$ cat src/rtl/icache_axi_rd_bridge_pkg.sv
// Shared AXI4 read-channel codes and one-hot state encodings for the I-cache refill bridge.
// Also holds the R-beat word-select and error helpers used by the bridge.
package icache_axi_rd_bridge_pkg;

    localparam logic [1:0] AXI_BURST_INCR  = 2'b01;
    localparam logic [2:0] AXI_SIZE_4B     = 3'b010;
    localparam logic [2:0] AXI_PROT_INSN   = 3'b100;
    localparam logic [1:0] AXI_RESP_OKAY   = 2'b00;
    localparam logic [1:0] AXI_RESP_SLVERR = 2'b10;
    localparam logic [7:0] AXI_LEN_SINGLE  = 8'd0;

    typedef enum logic [4:0] {
        ST_IDLE = 5'b00001,
        ST_AR   = 5'b00010,
        ST_R    = 5'b00100,
        ST_RESP = 5'b01000,
        ST_HOLD = 5'b10000
    } bridge_state_e;

    function automatic logic [31:0] sel_word(input logic [63:0] data, input logic hi);
        logic [31:0] word;
        if (hi) begin
            word = data[63:32];
        end else begin
            word = data[31:0];
        end
        return word;
    endfunction

    // A mismatched RID means the beat is not ours; report it like a bus error.
    function automatic logic rd_is_err(input logic [1:0] resp, input logic [3:0] rid,
                                       input logic [3:0] exp_id);
        return (resp != AXI_RESP_OKAY) || (rid != exp_id);
    endfunction

endpackage

$ cat src/rtl/icache_axi_rd_bridge.sv
// I-cache refill responder: turns a level-held miss request into one single-beat AXI4 read
// and returns the addressed 32-bit instruction word with a one-cycle cache_in_ok pulse.
module icache_axi_rd_bridge
    import icache_axi_rd_bridge_pkg::*;
#(
    parameter logic [3:0] AXI_ID = 4'd0,
    parameter int         ADDR_W = 64,
    parameter int         DATA_W = 64
) (
    input  logic              clk,
    input  logic              rst,
    input  logic              cache_read_ena,
    input  logic [ADDR_W-1:0] cache_addr,
    output logic [31:0]       cache_or_data,
    output logic              cache_in_ok,
    output logic              cache_rd_err,
    output logic              axi_ar_valid,
    input  logic              axi_ar_ready,
    output logic [ADDR_W-1:0] axi_ar_addr,
    output logic [3:0]        axi_ar_id,
    output logic [7:0]        axi_ar_len,
    output logic [2:0]        axi_ar_size,
    output logic [1:0]        axi_ar_burst,
    output logic [2:0]        axi_ar_prot,
    input  logic              axi_r_valid,
    output logic              axi_r_ready,
    input  logic [DATA_W-1:0] axi_r_data,
    input  logic [1:0]        axi_r_resp,
    input  logic              axi_r_last,
    input  logic [3:0]        axi_r_id
);

    bridge_state_e     state_r;
    bridge_state_e     state_s;
    logic              deliver_s;
    logic              rd_err_s;
    logic              word_sel_r;
    logic              withdrawn_r;
    logic              axi_ar_valid_r;
    logic              axi_r_ready_r;
    logic              cache_in_ok_r;
    logic              cache_rd_err_r;
    logic [31:0]       cache_or_data_r;
    logic [ADDR_W-1:0] axi_ar_addr_r;
    logic              unused_s;

    // Single-beat reads: RLAST carries no extra information, and the low address bits are dropped.
    assign unused_s = ^{axi_r_last, cache_addr[1:0]};

    assign rd_err_s  = rd_is_err(axi_r_resp, axi_r_id, AXI_ID);
    assign deliver_s = cache_read_ena && !withdrawn_r;

    // Next-state logic for the refill FSM.
    always_comb begin
        state_s = state_r;
        case (state_r)
            ST_IDLE: begin
                if (cache_read_ena) begin
                    state_s = ST_AR;
                end else begin
                    state_s = ST_IDLE;
                end
            end
            ST_AR: begin
                if (axi_ar_ready) begin
                    state_s = ST_R;
                end else begin
                    state_s = ST_AR;
                end
            end
            ST_R: begin
                if (axi_r_valid && deliver_s) begin
                    state_s = ST_RESP;
                end else if (axi_r_valid) begin
                    state_s = ST_HOLD;
                end else begin
                    state_s = ST_R;
                end
            end
            ST_RESP: state_s = ST_HOLD;
            ST_HOLD: state_s = ST_IDLE;
            default: state_s = ST_IDLE;
        endcase
    end

    // State register and handshake/response outputs, all registered from the next state.
    always_ff @(posedge clk) begin
        if (rst) begin
            state_r        <= ST_IDLE;
            axi_ar_valid_r <= 1'b0;
            axi_r_ready_r  <= 1'b0;
            cache_in_ok_r  <= 1'b0;
            cache_rd_err_r <= 1'b0;
        end else begin
            state_r        <= state_s;
            axi_ar_valid_r <= (state_s == ST_AR);
            axi_r_ready_r  <= (state_s == ST_R);
            cache_in_ok_r  <= (state_s == ST_RESP);
            cache_rd_err_r <= (state_s == ST_RESP) && rd_err_s;
        end
    end

    // Request capture, withdrawal tracking and returned-word capture.
    always_ff @(posedge clk) begin
        if (rst) begin
            axi_ar_addr_r   <= {ADDR_W{1'b0}};
            word_sel_r      <= 1'b0;
            withdrawn_r     <= 1'b0;
            cache_or_data_r <= 32'd0;
        end else begin
            if ((state_r == ST_IDLE) && cache_read_ena) begin
                axi_ar_addr_r <= {cache_addr[ADDR_W-1:2], 2'b00};
                word_sel_r    <= cache_addr[2];
                withdrawn_r   <= 1'b0;
            end else if (((state_r == ST_AR) || (state_r == ST_R)) && !cache_read_ena) begin
                withdrawn_r   <= 1'b1;
            end
            // A withdrawn request still drains its beat but leaves the last delivered word in place.
            if ((state_r == ST_R) && axi_r_valid && deliver_s) begin
                cache_or_data_r <= sel_word(axi_r_data, word_sel_r);
            end
        end
    end

    assign axi_ar_valid  = axi_ar_valid_r;
    assign axi_r_ready   = axi_r_ready_r;
    assign cache_in_ok   = cache_in_ok_r;
    assign cache_rd_err  = cache_rd_err_r;
    assign cache_or_data = cache_or_data_r;
    assign axi_ar_addr   = axi_ar_addr_r;
    assign axi_ar_id     = AXI_ID;
    assign axi_ar_len    = AXI_LEN_SINGLE;
    assign axi_ar_size   = AXI_SIZE_4B;
    assign axi_ar_burst  = AXI_BURST_INCR;
    assign axi_ar_prot   = AXI_PROT_INSN;

endmodule
$ cat config.mk
export PLATFORM = sky130hd
export DESIGN_NAME = icache_axi_rd_bridge
export DESIGN_NICKNAME = d
export VERILOG_FILES = /design/src/rtl/icache_axi_rd_bridge_pkg.sv /design/src/rtl/icache_axi_rd_bridge.sv
export SDC_FILE = /design/constraint.sdc
export NUM_CORES = 1
export LEC_CHECK = 0
export BUFFER_PORTS_ARGS = -buffer_cell sky130_fd_sc_hd__buf_2
export CORE_AREA = 2 2 103 105
export CTS_CLUSTER_SIZE = 12
export DETAILED_ROUTE_END_ITERATION = 7
export DIE_AREA = 0 0 105 107
export PLACE_DENSITY = 0.95
export SLEW_MARGIN = 10
export SYNTH_ARGS = -nofsm -noshare
export SYNTH_HDL_FRONTEND = slang
export SYNTH_SLANG_ARGS = --single-unit
export TNS_END_PERCENT = 100
$ cat constraint.sdc
create_clock -name clk -period 4.3 [get_ports clk]
set_clock_uncertainty 0.05 [all_clocks]
set_input_delay 1.075 -clock clk [delete_from_list [all_inputs] [get_ports clk]]
set_output_delay 1.075 -clock clk [all_outputs]
set_load 0.005 [all_outputs]
Word-level counts from Yosys, hierarchy flattened. Cells that the tools add are included.

Eq/ne operators: 7. Muxes and demuxes: 6. Reductions and logical operators: 14.

Operators with widths (number): $mux 32 (1); $pmux 5 s4 (1); $eq 5x2->1 const B (2); $eq 5x3->1 const B (2); $eq 5x4->1 const B (2); $mux 5 (2); $logic_and 1x1->1 (7); $eq 5x1->1 const B (1); $reduce_bool 4->1 (1); $mux 3 (1); $logic_not 1->1 (2); $logic_or 1x1->1 (2); $mux 2 (1); $reduce_bool 2->1 (1); $reduce_or 2->1 (1).

Flip-flop bits (word level): 105. Input port bits: 140. Output and inout bits: 120. Word-level logic and storage cells: 36.

Longest topological paths before layout.
Depth after elaboration: 7. Mapped depth: 6. Gate-level depth less buffers: 3.

Worst setup path after synthesis. Ideal clock, no wire load.

Path kind: input -> register. Start point: in axi_r_valid. End point: reg cache_or_data_r[0] (netlist: cache_or_data[0]). Data arrival time: 2.146 ns. Required time: 4.164 ns. Path slack: 2.019 ns. Stages on the path: 4. Cells stage by stage: nor4b_1 > clkbuf_1 > a21oi_1 > a211oi_1.

Longest elaborated chain between the ends: 2.

Ends and longest elaborated chain: start: declaration (RTL line icache_axi_rd_bridge.sv:25) `input logic axi_r_valid,`; $logic_and 1x1->1 (2 in series) (RTL line icache_axi_rd_bridge.sv:119) `if ((state_r == ST_R) && axi_r_valid && deliver_s) begin`; end signal: assignment (RTL line icache_axi_rd_bridge.sv:120) `cache_or_data_r <= sel_word(axi_r_data, word_sel_r);`; end: declaration (RTL line icache_axi_rd_bridge.sv:43) `logic [31:0] cache_or_data_r;`.

Every way passes these cells. A chain may end at the register's enable or synchronous reset.

Worst setup path after layout.
Start point: reg axi_ar_addr_r[2] (netlist: axi_ar_addr[2]). End point: out axi_ar_addr[2].

RTL lines: start: declaration (RTL line icache_axi_rd_bridge.sv:44) `logic [ADDR_W-1:0] axi_ar_addr_r;`; start signal: assignment (RTL line icache_axi_rd_bridge.sv:106) `axi_ar_addr_r <= {ADDR_W{1'b0}};`; start signal: assignment (RTL line icache_axi_rd_bridge.sv:112) `axi_ar_addr_r <= {cache_addr[ADDR_W-1:2], 2'b00};`; end: declaration (RTL line icache_axi_rd_bridge.sv:19) `output logic [ADDR_W-1:0] axi_ar_addr,`.

No word-level cell between the ends.

==> metrics.txt <==
outcome finished, final reports clean; Tmin final 2710 ps; WP data required 3170 ps; gr usage total 0.194; M1 WL 4.46 mm; area of the multi-input gates 2480 um2; synthesized area 4830 um2; Overflow after GRT 0; min-delay worst type reg2reg; Worst Setup Start Kind flip-flop; vias per inst 4.84; post-synthesis sequential area ratio 0.431; post-CTS setup buffer count 0; nets 831; Final setup viols 0; DRC 0; Resize count post-CTS 0; Layout Cells excl Fill 832; clock tree from TritonCTS built; largest area contributor in the netlist dfxtp_1; Worst Path Max Fanout 34; post-route setup TNS 0 ps; VDD IR max 0.000204 V; vias in the first global route 3773; Worst path top cell family by delay flip-flops; Met3 Wirelength 876 um; Rel. slew slack 0.348; ratio of final minimum period to clock period 0.630; H-tree depth 3; Highest Signal Layer met4; Num CTS Buffers 9; top cells by area, synth dfxtp_1 43%, mux2i_1 19%, nand2b_1 17%, a211oi_1 5.1%, buf_4 3.7%; Die H 107 um; initial antenna violation count 2; warning count from the yosys run 0; post-route ant nets 0; Total Wirelength 11.3 mm; Final Max Slew Viols 0; Reg area 2080 um2; I/O Pins 260; clk root buf clkbuf_8; post-DP HPWL 8.25 mm; crit-path cells buf_2; critical path class reg2out; hold_buf cts 0; CTS clk-pin slew, worst paths 100 ps; Placer Congestion 0.783; Max clock buf depth 2; vias after detailed routing 4031; Worst Path Buf+Inv 1; Setup crit end kind output port; share of cells above drive strength 1 0.373; Core Box Area 10100 um2; fmax 369 MHz; share of the synthesized area in the top cell type 0.431; Fillers 869; largest net degree at the start of global routing 165; CP max stage delay 980 ps; Netlist cell types 32; port bufs 234; Critical Path AT 1590 ps; Inst Count DP 816; worst skew pair latency 350 ps; max cap viols 0; Synth Area per Inst 9.95 um2; 1st-iter DRT viols 198; RSZ-0062 raised after global routing no; DRT Pass-1 Iters 4; clock sink total 104; initial core utilization 0.479; PwrDens 327 nW/um2; Slowest cell on crit path dfxtp_2; Leak 2.81 nW; flops & latches, synth 104; Slew @ Worst Pin 978 ps; met2 wire len 5.77 mm; Die ar. 11200 um2; P&R area growth vs syn 27.2%; Fin. Hold Viols 0; width of the die 105 um; Rows 37; first-pass GRT wire length 17.7 mm; Routed WL per cell 13.6 um; Mapped Cells 486
worst min-delay path, cell delays in order (launching register included):
cell	delay, ps
dfxtp_1	320
nand2b_1	60
mux2i_1	60
layout make-up:
cell class                      count  area share
Clock buffer                        9      0.0202
Tap cell                          136      0.0277
Antenna cell                        2    0.000814
Sequential cell                   104       0.339
Timing Repair Buffer              238       0.198
Clock inverter                      5     0.00957
Multi-Input combinational cell    338       0.404
where the power goes:
part / switching [mW] / internal (mW)
Combinational: 0.164 / 0.196
Clock: 0.318 / 0.264
Sequential: 0.0446 / 1.02
Total: 0.527 / 1.48
kinds of logic (layout without fill, tap and decap cells):
| logic type | after synthesis | count (layout) | share of synthesized area |
|---|---|---|---|
| and+or+nand+nor | 147 | 147 | 0.195 |
| DFF | 104 | 104 | 0.431 |
| other | 2 | 24 | 0.00155 |
| muxes | 94 | 94 | 0.195 |
| AOI/OAI and AO/OA | 73 | 73 | 0.0971 |
| buffers and inverters | 64 | 252 | 0.0774 |
| xor gates and xnor gates | 2 | 2 | 0.00362 |
cells in the mapped netlist (all sizes together):
master and number:
nand2b 128, o21ai 1, a21oi 34, nor4b 1
or3 1, nor4 2, nor4bb 1, nor2 3
clkbuf 29, and4b 1, nand4 1, nor3 2
conb 2, o311ai 2, or4b 3, o31a 1
nor3b 1, nand3 1, dfxtp 104, buf 35
xnor2 1, nand3b 1, mux2i 94, a211oi 33
xor2 1, or4 1, o211a 2
registers in the layout (all words and copies together), names as in the netlist:
register and count:
cache_or_data 32, cache_rd_err 1, state_r 5, axi_ar_addr 62
axi_ar_valid 1, axi_r_ready 1, cache_in_ok 1, withdrawn_r 1
placed cells by master, fill, tap and decap left out, types with 2 or more instances in the layout:
| cell type | count |
|---|---|
| buf_2 | 233 |
| nand2b_1 | 128 |
| dfxtp_1 | 103 |
| mux2i_1 | 94 |
| a21oi_1 | 34 |
| a211oi_1 | 33 |
| conb_1 | 22 |
| clkbuf_8 | 9 |
| nor2_1 | 3 |
| buf_4 | 3 |
| diode_2 | 2 |
| nor4_1 | 2 |
| o311ai_0 | 2 |
| o211a_1 | 2 |
| clkinvlp_4 | 2 |
final timing paths:
kind                                 from                      endpoint  slack (ps)  cells after the start
max           axi_ar_addr[2]$_SDFFE_PP0P_                axi_ar_addr[2]        1590                      1
min          axi_ar_addr[26]$_SDFFE_PP0P_  axi_ar_addr[26]$_SDFFE_PP0P_         420                      2
max reg2reg         state_r[3]$_SDFF_PP0_  axi_ar_addr[10]$_SDFFE_PP0P_        2190                      4
min reg2reg  axi_ar_addr[26]$_SDFFE_PP0P_  axi_ar_addr[26]$_SDFFE_PP0P_         420                      2
metrics by stage:
step           total power, mW   util  worst slack [ps]  area [um2]  hold slack [ps]
3_3_place_gp              1.44  0.590              1780        5950              406
6_report                  2.01  0.609              1590        6150              423
4_1_cts                   2.03  0.608              1560        6140              428
3_5_place_dp              1.45  0.590              1790        5950              410
2_1_floorplan             1.32      -              2020        4910              400
5_1_grt                   2.11  0.609              1490        6150              445
layer usage:
layer / vias up / GRT usage
li1: 2038 / -
met1: 1794 / 0.218
met2: 184 / 0.353
met3: 15 / 0.0498
met4: 0 / 0.0705
met5: - / 0
Note: power is estimated with default switching activity, not from simulation.
